--- src/rtl/npc_lsu.sv ---
// npc_lsu: single-outstanding load/store unit.
// A request is captured in IDLE, checked for alignment, issued to memory as
// one aligned XLEN-wide beat with a byte mask, and answered with aligned and
// extended load data. A cycle budget bounds the ISSUE+WAIT phases.
module npc_lsu #(
  parameter int XLEN    = 32,
  parameter int AW      = 32,
  parameter int TIMEOUT = 255
)(
  input  logic              clk,
  input  logic              reset,
  input  logic              req_valid,
  output logic              req_ready,
  input  logic              req_we,
  input  logic [1:0]        req_size,
  input  logic              req_unsigned,
  input  logic [AW-1:0]     req_addr,
  input  logic [XLEN-1:0]   req_wdata,
  input  logic [4:0]        req_rd,
  output logic              resp_valid,
  input  logic              resp_ready,
  output logic [XLEN-1:0]   resp_rdata,
  output logic [4:0]        resp_rd,
  output logic [1:0]        resp_err,
  output logic              mem_valid,
  input  logic              mem_ready,
  output logic              mem_we,
  output logic [AW-1:0]     mem_addr,
  output logic [XLEN-1:0]   mem_wdata,
  output logic [XLEN/8-1:0] mem_wmask,
  input  logic              mem_rvalid,
  input  logic [XLEN-1:0]   mem_rdata,
  input  logic              mem_err
);
  localparam int NB = XLEN / 8;
  localparam int OW = $clog2(NB);
  localparam logic [15:0] TO_LAST = 16'(TIMEOUT - 1);

  typedef enum logic [1:0] {IDLE, ISSUE, WAIT, RESP} state_t;

  state_t          state;
  logic [15:0]     cnt;
  logic [1:0]      r_size;
  logic            r_uns;
  logic [OW-1:0]   r_off;

  logic [OW-1:0]   a_off;
  logic            a_mis;
  logic [7:0]      a_bmask;
  logic [NB-1:0]   a_wmask;
  logic [XLEN-1:0] sh;
  logic [XLEN-1:0] ld;
  logic            to_hit;

  // Accept-time decode of the incoming request: byte offset, alignment, lane mask
  always_comb begin
    a_off   = req_addr[OW-1:0];
    a_mis   = 1'b0;
    a_bmask = 8'h01;
    case (req_size)
      2'd0: a_bmask = 8'h01;
      2'd1: begin a_bmask = 8'h03; a_mis = req_addr[0]; end
      2'd2: begin a_bmask = 8'h0f; a_mis = |req_addr[1:0]; end
      default: begin
        a_bmask = 8'hff;
        // double-word accesses do not exist on a 32-bit data path
        a_mis   = (XLEN == 32) ? 1'b1 : |req_addr[2:0];
      end
    endcase
    a_wmask = NB'(a_bmask) << a_off;
  end

  // Load data alignment: shift the addressed bytes down, then extend
  always_comb begin
    sh = mem_rdata >> {r_off, 3'b000};
    ld = sh;
    case (r_size)
      2'd0: ld = r_uns ? XLEN'(sh[7:0])  : XLEN'($signed(sh[7:0]));
      2'd1: ld = r_uns ? XLEN'(sh[15:0]) : XLEN'($signed(sh[15:0]));
      2'd2: ld = r_uns ? XLEN'(sh[31:0]) : XLEN'($signed(sh[31:0]));
      default: ld = sh;
    endcase
  end

  assign to_hit = (cnt == TO_LAST);

  // Control FSM; every output is a register so nothing on req_* reaches mem_* combinationally
  always_ff @(posedge clk or negedge reset) begin
    if (!reset) begin
      state      <= IDLE;
      cnt        <= '0;
      req_ready  <= 1'b0;
      resp_valid <= 1'b0;
      resp_rdata <= '0;
      resp_rd    <= '0;
      resp_err   <= '0;
      mem_valid  <= 1'b0;
      mem_we     <= 1'b0;
      mem_addr   <= '0;
      mem_wdata  <= '0;
      mem_wmask  <= '0;
      r_size     <= '0;
      r_uns      <= 1'b0;
      r_off      <= '0;
    end else begin
      case (state)
        IDLE: begin
          // req_ready comes up one edge after reset release, then tracks IDLE
          req_ready <= 1'b1;
          if (req_valid && req_ready) begin
            req_ready <= 1'b0;
            cnt       <= '0;
            r_size    <= req_size;
            r_uns     <= req_unsigned;
            r_off     <= a_off;
            resp_rd   <= req_rd;
            if (a_mis) begin
              state      <= RESP;
              resp_valid <= 1'b1;
              resp_err   <= 2'd1;
              resp_rdata <= '0;
            end else begin
              state     <= ISSUE;
              mem_valid <= 1'b1;
              mem_we    <= req_we;
              mem_addr  <= {req_addr[AW-1:OW], OW'(0)};
              mem_wdata <= req_we ? (req_wdata << {a_off, 3'b000}) : '0;
              mem_wmask <= req_we ? a_wmask : '0;
            end
          end
        end
        ISSUE: begin
          // a timeout aborts even if memory accepts in the same cycle
          if (to_hit) begin
            state      <= RESP;
            mem_valid  <= 1'b0;
            resp_valid <= 1'b1;
            resp_err   <= 2'd3;
            resp_rdata <= '0;
          end else begin
            cnt <= cnt + 16'd1;
            if (mem_ready) begin
              mem_valid <= 1'b0;
              state     <= WAIT;
            end
          end
        end
        WAIT: begin
          // a completion beats a timeout landing in the same cycle
          if (mem_rvalid) begin
            state      <= RESP;
            resp_valid <= 1'b1;
            resp_err   <= mem_err ? 2'd2 : 2'd0;
            resp_rdata <= (mem_err || mem_we) ? '0 : ld;
          end else if (to_hit) begin
            state      <= RESP;
            resp_valid <= 1'b1;
            resp_err   <= 2'd3;
            resp_rdata <= '0;
          end else begin
            cnt <= cnt + 16'd1;
          end
        end
        RESP: begin
          if (resp_ready) begin
            resp_valid <= 1'b0;
            req_ready  <= 1'b1;
            state      <= IDLE;
          end
        end
        default: state <= IDLE;
      endcase
    end
  end
endmodule

--- config.mk ---
export PLATFORM = sky130hd
export DESIGN_NAME = npc_lsu
export DESIGN_NICKNAME = d
export VERILOG_FILES = /design/src/rtl/npc_lsu.sv
export SDC_FILE = /design/constraint.sdc
export NUM_CORES = 1
export LEC_CHECK = 0
export CORE_ASPECT_RATIO = 1.75
export CORE_MARGIN = 2
export CORE_UTILIZATION = 30
export DETAILED_ROUTE_END_ITERATION = 10
export MAX_ROUTING_LAYER = met4
export PLACE_DENSITY_LB_ADDON = 0.2
export SYNTH_ARGS = -nofsm -noshare
export SYNTH_HDL_FRONTEND = slang
export SYNTH_SLANG_ARGS = --single-unit
--- constraint.sdc ---
create_clock -name clk -period 3.9 [get_ports clk]
set_clock_uncertainty 0.1 [all_clocks]
set_input_delay 0.585 -clock clk [delete_from_list [all_inputs] [get_ports clk]]
set_output_delay 0.585 -clock clk [all_outputs]
set_load 0.005 [all_outputs]
======== Yosys cells after proc, flatten, opt, wreduce, memory -nomap -nowiden ========
Index checks and enable logic that the tools add are counted.
W data, S select, Z words.
storage, ports and cells
  bits in registers ....................... 132
  input bits .............................. 112
  logic and storage cells ................. 96
cells by class
  $add $sub $neg .......................... 1
  eq/ne operators ......................... 14
  shifts and indexed selects .............. 3
  multiplexer cells ....................... 45
  bitwise logic cells ..................... 1
  reduce and logical (&&, ||, !) cells .... 17
operators with widths
  operator                 count
  $mux W32                 8
  $pmux W32 S3             1
  $pmux W32 S2             1
  $mux W16                 3
  $pmux W16 S3             1
  $shl A32 B5 Y32          1
  $shr A32 B5 Y32          1
  $mux W2                  12
  $add A16 B1 Y16 const B  1
  $eq A16 B8 Y1 const B    1
  $pmux W4 S3              1
  $reduce_and A3 Y1        4
  $mux W1                  11
  $ne A2 B2 Y1 const B     5
  $pmux W2 S4              1
  $reduce_and A4 Y1        2
  $eq A2 B1 Y1 const B     3
  $eq A2 B2 Y1 const B     3
  $logic_not A2 Y1         3
  $ne A3 B3 Y1 const B     2
  $pmux W2 S3              1
  $mux W4                  1
  $pmux W1 S2              2
  $pmux W1 S4              1
  other kinds (9)          11

======== Depth between registers and ports, before layout ========
  depth in word-level cells ............... 6
  gate-level depth with buffers ........... 11

======== Least setup slack after synthesis ========
Ideal clock, no wire load.
  path type ............................... flip-flop to flip-flop
  start point ............................. reg state[1]
  end point ............................... reg resp_rdata[20]
  setup time .............................. 65 ps
  arrival ................................. 1,935 ps
  data required time ...................... 3,735 ps
  path slack .............................. 1,800 ps
  stages on the path, launching flop included .. 12
  path through ............................ dfrtp_1 inv_1 ha_1 buf_2 inv_1 nor4_1 and3_1 buf_4 nor2b_4 buf_6 buf_6 a22o_1
between the ends
  longest elaborated chain between the ends .. 3
  elaborated cells between the ends (all ways) .. 8
  those cells by class .................... 4 x eq/ne; 1 x mux; 3 x reduce/logical
RTL lines
  item                                                                        RTL line  source
  from (decl)                                                                 41        state_t state;
  from (signal assigned)                                                      90        state <= IDLE;
  from (signal assigned)                                                      118       state <= RESP;
  from (signal assigned)                                                      123       state <= ISSUE;
  $eq A2 B2 Y1, or another cell as far along                                  106       case (state)
  $reduce_bool A3 Y1 (no source line) / $ne A2 B2 Y1 (equally long branches)  -
  $reduce_and A3 Y1 (no source line)                                          -
  to (signal assigned)                                                        154       resp_rdata <= (mem_err || mem_we) ? '0 : ld;
  to (decl)                                                                   22        output logic [XLEN-1:0] resp_rdata,
Parallel ways exist; a longest one is shown, timed or not.
A chain may end at the register's enable or synchronous reset.

======== Worst setup path after layout ========
  start point ............................. reg state[1]
  end point ............................... reg resp_rdata[26]
Same word-level chain as after synthesis.

==> results_tabular.tex <==
\begin{tabular}{lr}
\hline
Metric & Value \\
\hline
\multicolumn{2}{l}{\textbf{CTS}} \\
\quad TritonCTS clock tree & yes \\
\quad TritonCTS buffer count & 17 \\
\quad Insertion delay of the later-clocked pin in the worst-skew pair & 0.42 ns \\
\quad CTS Root Cell & sky130\_fd\_sc\_hd\_\_clkbuf\_16 \\
\quad Deepest level of the CTS H-tree & 4 \\
\quad Setup fix buffers added after clock tree synthesis & 0 \\
\quad Post-cts hold buffer count & 0 \\
\quad Count of cells resized by post-cts repair & 0 \\
\quad Total clock sinks & 132 \\
\quad Maximum buffer depth of the clock tree & 2 \\
\quad Clock input transition at the sequential cells of the worst setup and hold paths & 0.06 ns \\
\multicolumn{2}{l}{\textbf{Critical path}} \\
\quad Critical path class & reg2reg \\
\quad Critical path required time & 4.16 ns \\
\quad Worst-case register-to-register setup slack & 1.19 ns \\
\quad Arr. time, crit path & 2.97 ns \\
\quad Crit Path Max Fanout & 16 \\
\quad Element type at the critical path start & register \\
\quad Sort of element at the end of the critical path & register \\
\multicolumn{2}{l}{\textbf{Floorplan}} \\
\quad Total die area & 23,390 sq um \\
\quad Area of the core & 21,890 sq um \\
\quad Die boundary width & 116.5 microns \\
\quad Num rows & 72 \\
\quad Die boundary height & 200.8 microns \\
\quad Starting density of the core & 30.33\% \\
\quad \# IOs & 223 \\
\multicolumn{2}{l}{\textbf{Timing}} \\
\quad Least setup slack across all paths after layout & 1.189 ns \\
\quad TNS Setup & 0 ns \\
\quad Slew Limit Headroom & 42.97\% \\
\quad Min Tclk post-route & 2.711 ns \\
\quad Endpoints failing hold & 0 \\
\quad Transition time of the tightest slew-check pin & 0.8538 ns \\
\quad Ratio of final minimum period to clock period & 69.50\% \\
\quad Fmax achieved & 368.9 MHz \\
\quad Number of endpoints failing setup at the final stage & 0 \\
\quad Unrepaired setup endpoints after global routing & false \\
\quad Final-report max-slew violation count & 0 \\
\multicolumn{2}{l}{\textbf{Run}} \\
\quad Number of maximum-capacitance violations & 0 \\
\multicolumn{2}{l}{\textbf{GRT}} \\
\quad Remaining Overflow, GRT & 0 \\
\quad Pin count of the biggest net entering global routing & 83 \\
\quad Vias in the first global route & 5,805 \\
\quad Antenna violations before repair & 0 \\
\quad Aggregate global-route resource usage & 18.16\% \\
\quad Wire length of the first global-routing pass & 31,440 microns \\
\multicolumn{2}{l}{\textbf{Pwr}} \\
\quad Power Internal & 4.422 mW \\
\quad Leak & 4.165 nW \\
\quad Sequential cell fraction of total power & 33.8\% \\
\quad Logic pwr share & 41.7\% \\
\quad Power per unit of standard cell area & 694.5 nW/um\^{}2 \\
\quad Worst-case vdd ir drop & 0.3822 mV \\
\quad Overall Power & 6.710 mW \\
\quad Net switching component of the power & 2.288 mW \\
\quad Sw frac & 34.10\% \\
\quad Portion of total power attributed to the clock network & 24.5\% \\
\multicolumn{2}{l}{\textbf{Run status}} \\
\quad Status & complete, no violations \\
\multicolumn{2}{l}{\textbf{Final layout}} \\
\quad Fill cell instance count of the final layout & 2,148 \\
\quad Area occupied by multi-input gates & 3065 sq um \\
\quad Post-Route Utilization & 44.14\% \\
\quad Finished layout cell area & 9663 sq um \\
\quad Share of layout cells above drive strength 1 & 12.47\% \\
\quad Final net count & 947 \\
\quad FF/Latch Area & 3303 sq um \\
\quad Area added between synthesis and finish & 45.52\% \\
\quad Antenna Diode Count & 0 \\
\multicolumn{2}{l}{\textbf{Placed design}} \\
\quad Placer congestion estimate & 0.8638 \\
\quad Half-perimeter wire length after placement & 15,170 microns \\
\quad Count of port buffers added during placement & 220 \\
\quad Placement Cell Area & 9059 sq um \\
\quad Setup slack at placement & 0.9564 ns \\
\multicolumn{2}{l}{\textbf{Yosys}} \\
\quad Dominant register cell in the synthesized netlist & sky130\_fd\_sc\_hd\_\_dfrtp\_1 \\
\quad Count of state elements after synthesis & 132 \\
\quad Cell count after synthesis & 621 \\
\quad Mapped Area & 6640 sq um \\
\quad Distinct cell type count after synthesis & 63 \\
\quad Share of synthesized flip-flops with an asynchronous set or reset & 100.0\% \\
\quad Proportion of synthesized chip area in sequential cells & 49.75\% \\
\quad Largest area contributor in the synthesized netlist & sky130\_fd\_sc\_hd\_\_dfrtp\_1 \\
\quad Number of flops mapped to enable cells by yosys & 0 \\
\quad Most frequent cells after synthesis & 132 x sky130\_fd\_sc\_hd\_\_dfrtp\_1, 96 x sky130\_fd\_sc\_hd\_\_nand2\_1, 63 x sky130\_fd\_sc\_hd\_\_o21ai\_0 \\
\quad Warnings, synthesis & 0 \\
\quad Synth area leaders & sky130\_fd\_sc\_hd\_\_dfrtp\_1 50\%, sky130\_fd\_sc\_hd\_\_mux2\_2 6.8\%, sky130\_fd\_sc\_hd\_\_mux2i\_1 6.3\% \\
\quad Most common cell in the netlist & sky130\_fd\_sc\_hd\_\_dfrtp\_1 \\
\quad Synthesized area per cell & 10.69 sq um \\
\quad Synth top area share & 49.75\% \\
\multicolumn{2}{l}{\textbf{Drt}} \\
\quad Routed wire length per instance & 17.52 microns \\
\quad Aggregate routed wire length & 19,940 microns \\
\quad Number of iterations in the first detailed-routing pass & 5 \\
\quad Via-to-Cell Ratio & 4.919 \\
\quad Vias after detailed routing & 5,598 \\
\quad Residual DRC & 0 \\
\quad Count of routing violations after the opening detailed-route iteration & 225 \\
\quad Antenna-violating nets left & 0 \\
\multicolumn{2}{l}{\textbf{Worst hold path}} \\
\quad Path type of the worst min-delay path & in2async \\
\hline
\end{tabular}
[worst max-delay path, stage by stage, from the launching register on]
cell	delay, ns
sky130_fd_sc_hd__dfrtp_1	0.41
sky130_fd_sc_hd__inv_1	0.08
sky130_fd_sc_hd__ha_1	0.51
sky130_fd_sc_hd__inv_1	0.14
sky130_fd_sc_hd__nor4_1	0.26
sky130_fd_sc_hd__and3_1	0.47
sky130_fd_sc_hd__nor2b_4	0.47
sky130_fd_sc_hd__a22o_1	0.19
[state kept, by name (all words and copies together), names as in the netlist, 2 cells and up]
| signal | cells |
|---|---|
| cnt | 16 |
| mem_addr | 30 |
| mem_wdata | 32 |
| mem_wmask | 4 |
| r_off | 2 |
| r_size | 2 |
| resp_err | 2 |
| resp_rd | 5 |
| resp_rdata | 32 |
| state | 2 |
[cell type report]
class                   instances  area share [%]
repair buffers                229           23.58
inverters                      11          0.4273
clock buffers                  21           4.661
well taps                     296           3.833
clock inverters                11           1.593
multi-input cells             438           31.72
flip-flops and latches        132           34.18
[metrics by stage]
| stage | instances | hold slack (ns) |
|---|---|---|
| after global placement | 1106 | 0.3621 |
| final | 1138 | 0.09482 |
| after detailed placement | 1106 | 0.3702 |
| after CTS | 1138 | 0.1385 |
| after floorplan | 622 | 0.1894 |
| after global routing | 1138 | 0.1661 |
[worst paths after layout]
| path | to | startpoint | cells after the start |
|---|---|---|---|
| hold reg to reg | mem_wdata[24]$_DFFE_PN0P_ | mem_wdata[24]$_DFFE_PN0P_ | 2 |
| min in group clk | mem_wdata[24]$_DFFE_PN0P_ | mem_wdata[24]$_DFFE_PN0P_ | 2 |
| hold / removal | cnt[10]$_DFFE_PN0P_ | reset | 1 |
| setup reg to reg | resp_rdata[26]$_DFFE_PN0P_ | state[1]$_DFFE_PN0P_ | 7 |
| max in group asynchronous | mem_wdata[30]$_DFFE_PN0P_ | reset | 2 |
| setup / recovery | resp_rdata[26]$_DFFE_PN0P_ | state[1]$_DFFE_PN0P_ | 7 |
[power groups by stage]
stage	logic [mW]	registers [mW]	clock network, mW
4_1_cts	2.85	2.27	1.69
2_1_floorplan	1.49	2.19	0
3_3_place_gp	2.82	2.28	0
5_1_grt	3.06	2.34	1.76
6_report	2.80	2.27	1.64
3_5_place_dp	2.84	2.29	0
[metal layers]
metal / up-vias / global-route usage (%) / routed length [microns]
li1: 2645 / - / -
met1: 2728 / 19.29 / 7403
met2: 173 / 31.67 / 10970
met3: 52 / 3.291 / 838
met4: 0 / 8.971 / 727
met5: - / - / 0
[cells in the final DEF, fill, tap and decap left out, types with 8 or more instances in the layout]
master                            Yosys  layout
sky130_fd_sc_hd__clkdlybuf4s50_1      0     218
sky130_fd_sc_hd__nor2b_1             10      10
sky130_fd_sc_hd__mux2_2              40      40
sky130_fd_sc_hd__nand2_1             96      96
sky130_fd_sc_hd__nor2_1              24      24
sky130_fd_sc_hd__dfrtp_1            132     132
sky130_fd_sc_hd__nand3_1             15      15
sky130_fd_sc_hd__mux2i_1             42      42
sky130_fd_sc_hd__a21oi_1             17      17
sky130_fd_sc_hd__clkbuf_16            0      17
sky130_fd_sc_hd__xor2_1               8       8
sky130_fd_sc_hd__a22o_1              33      33
sky130_fd_sc_hd__o21ai_0             63      63
sky130_fd_sc_hd__inv_1               11      11
sky130_fd_sc_hd__buf_4                6       8
[kinds of logic (layout without fill, tap and decap cells)]
logic type / Yosys count / count (layout) / synth area share, %
fa+ha+maj: 6 / 6 / 1.131
compound gates: 153 / 153 / 16.19
buf+inv: 52 / 272 / 4.315
simple gates: 186 / 186 / 14.06
xor+xnor: 8 / 8 / 1.055
mux: 83 / 83 / 13.45
other cells: 1 / 2 / 0.05647
flops: 132 / 132 / 49.75
Note: power is estimated with default switching activity, not from simulation.
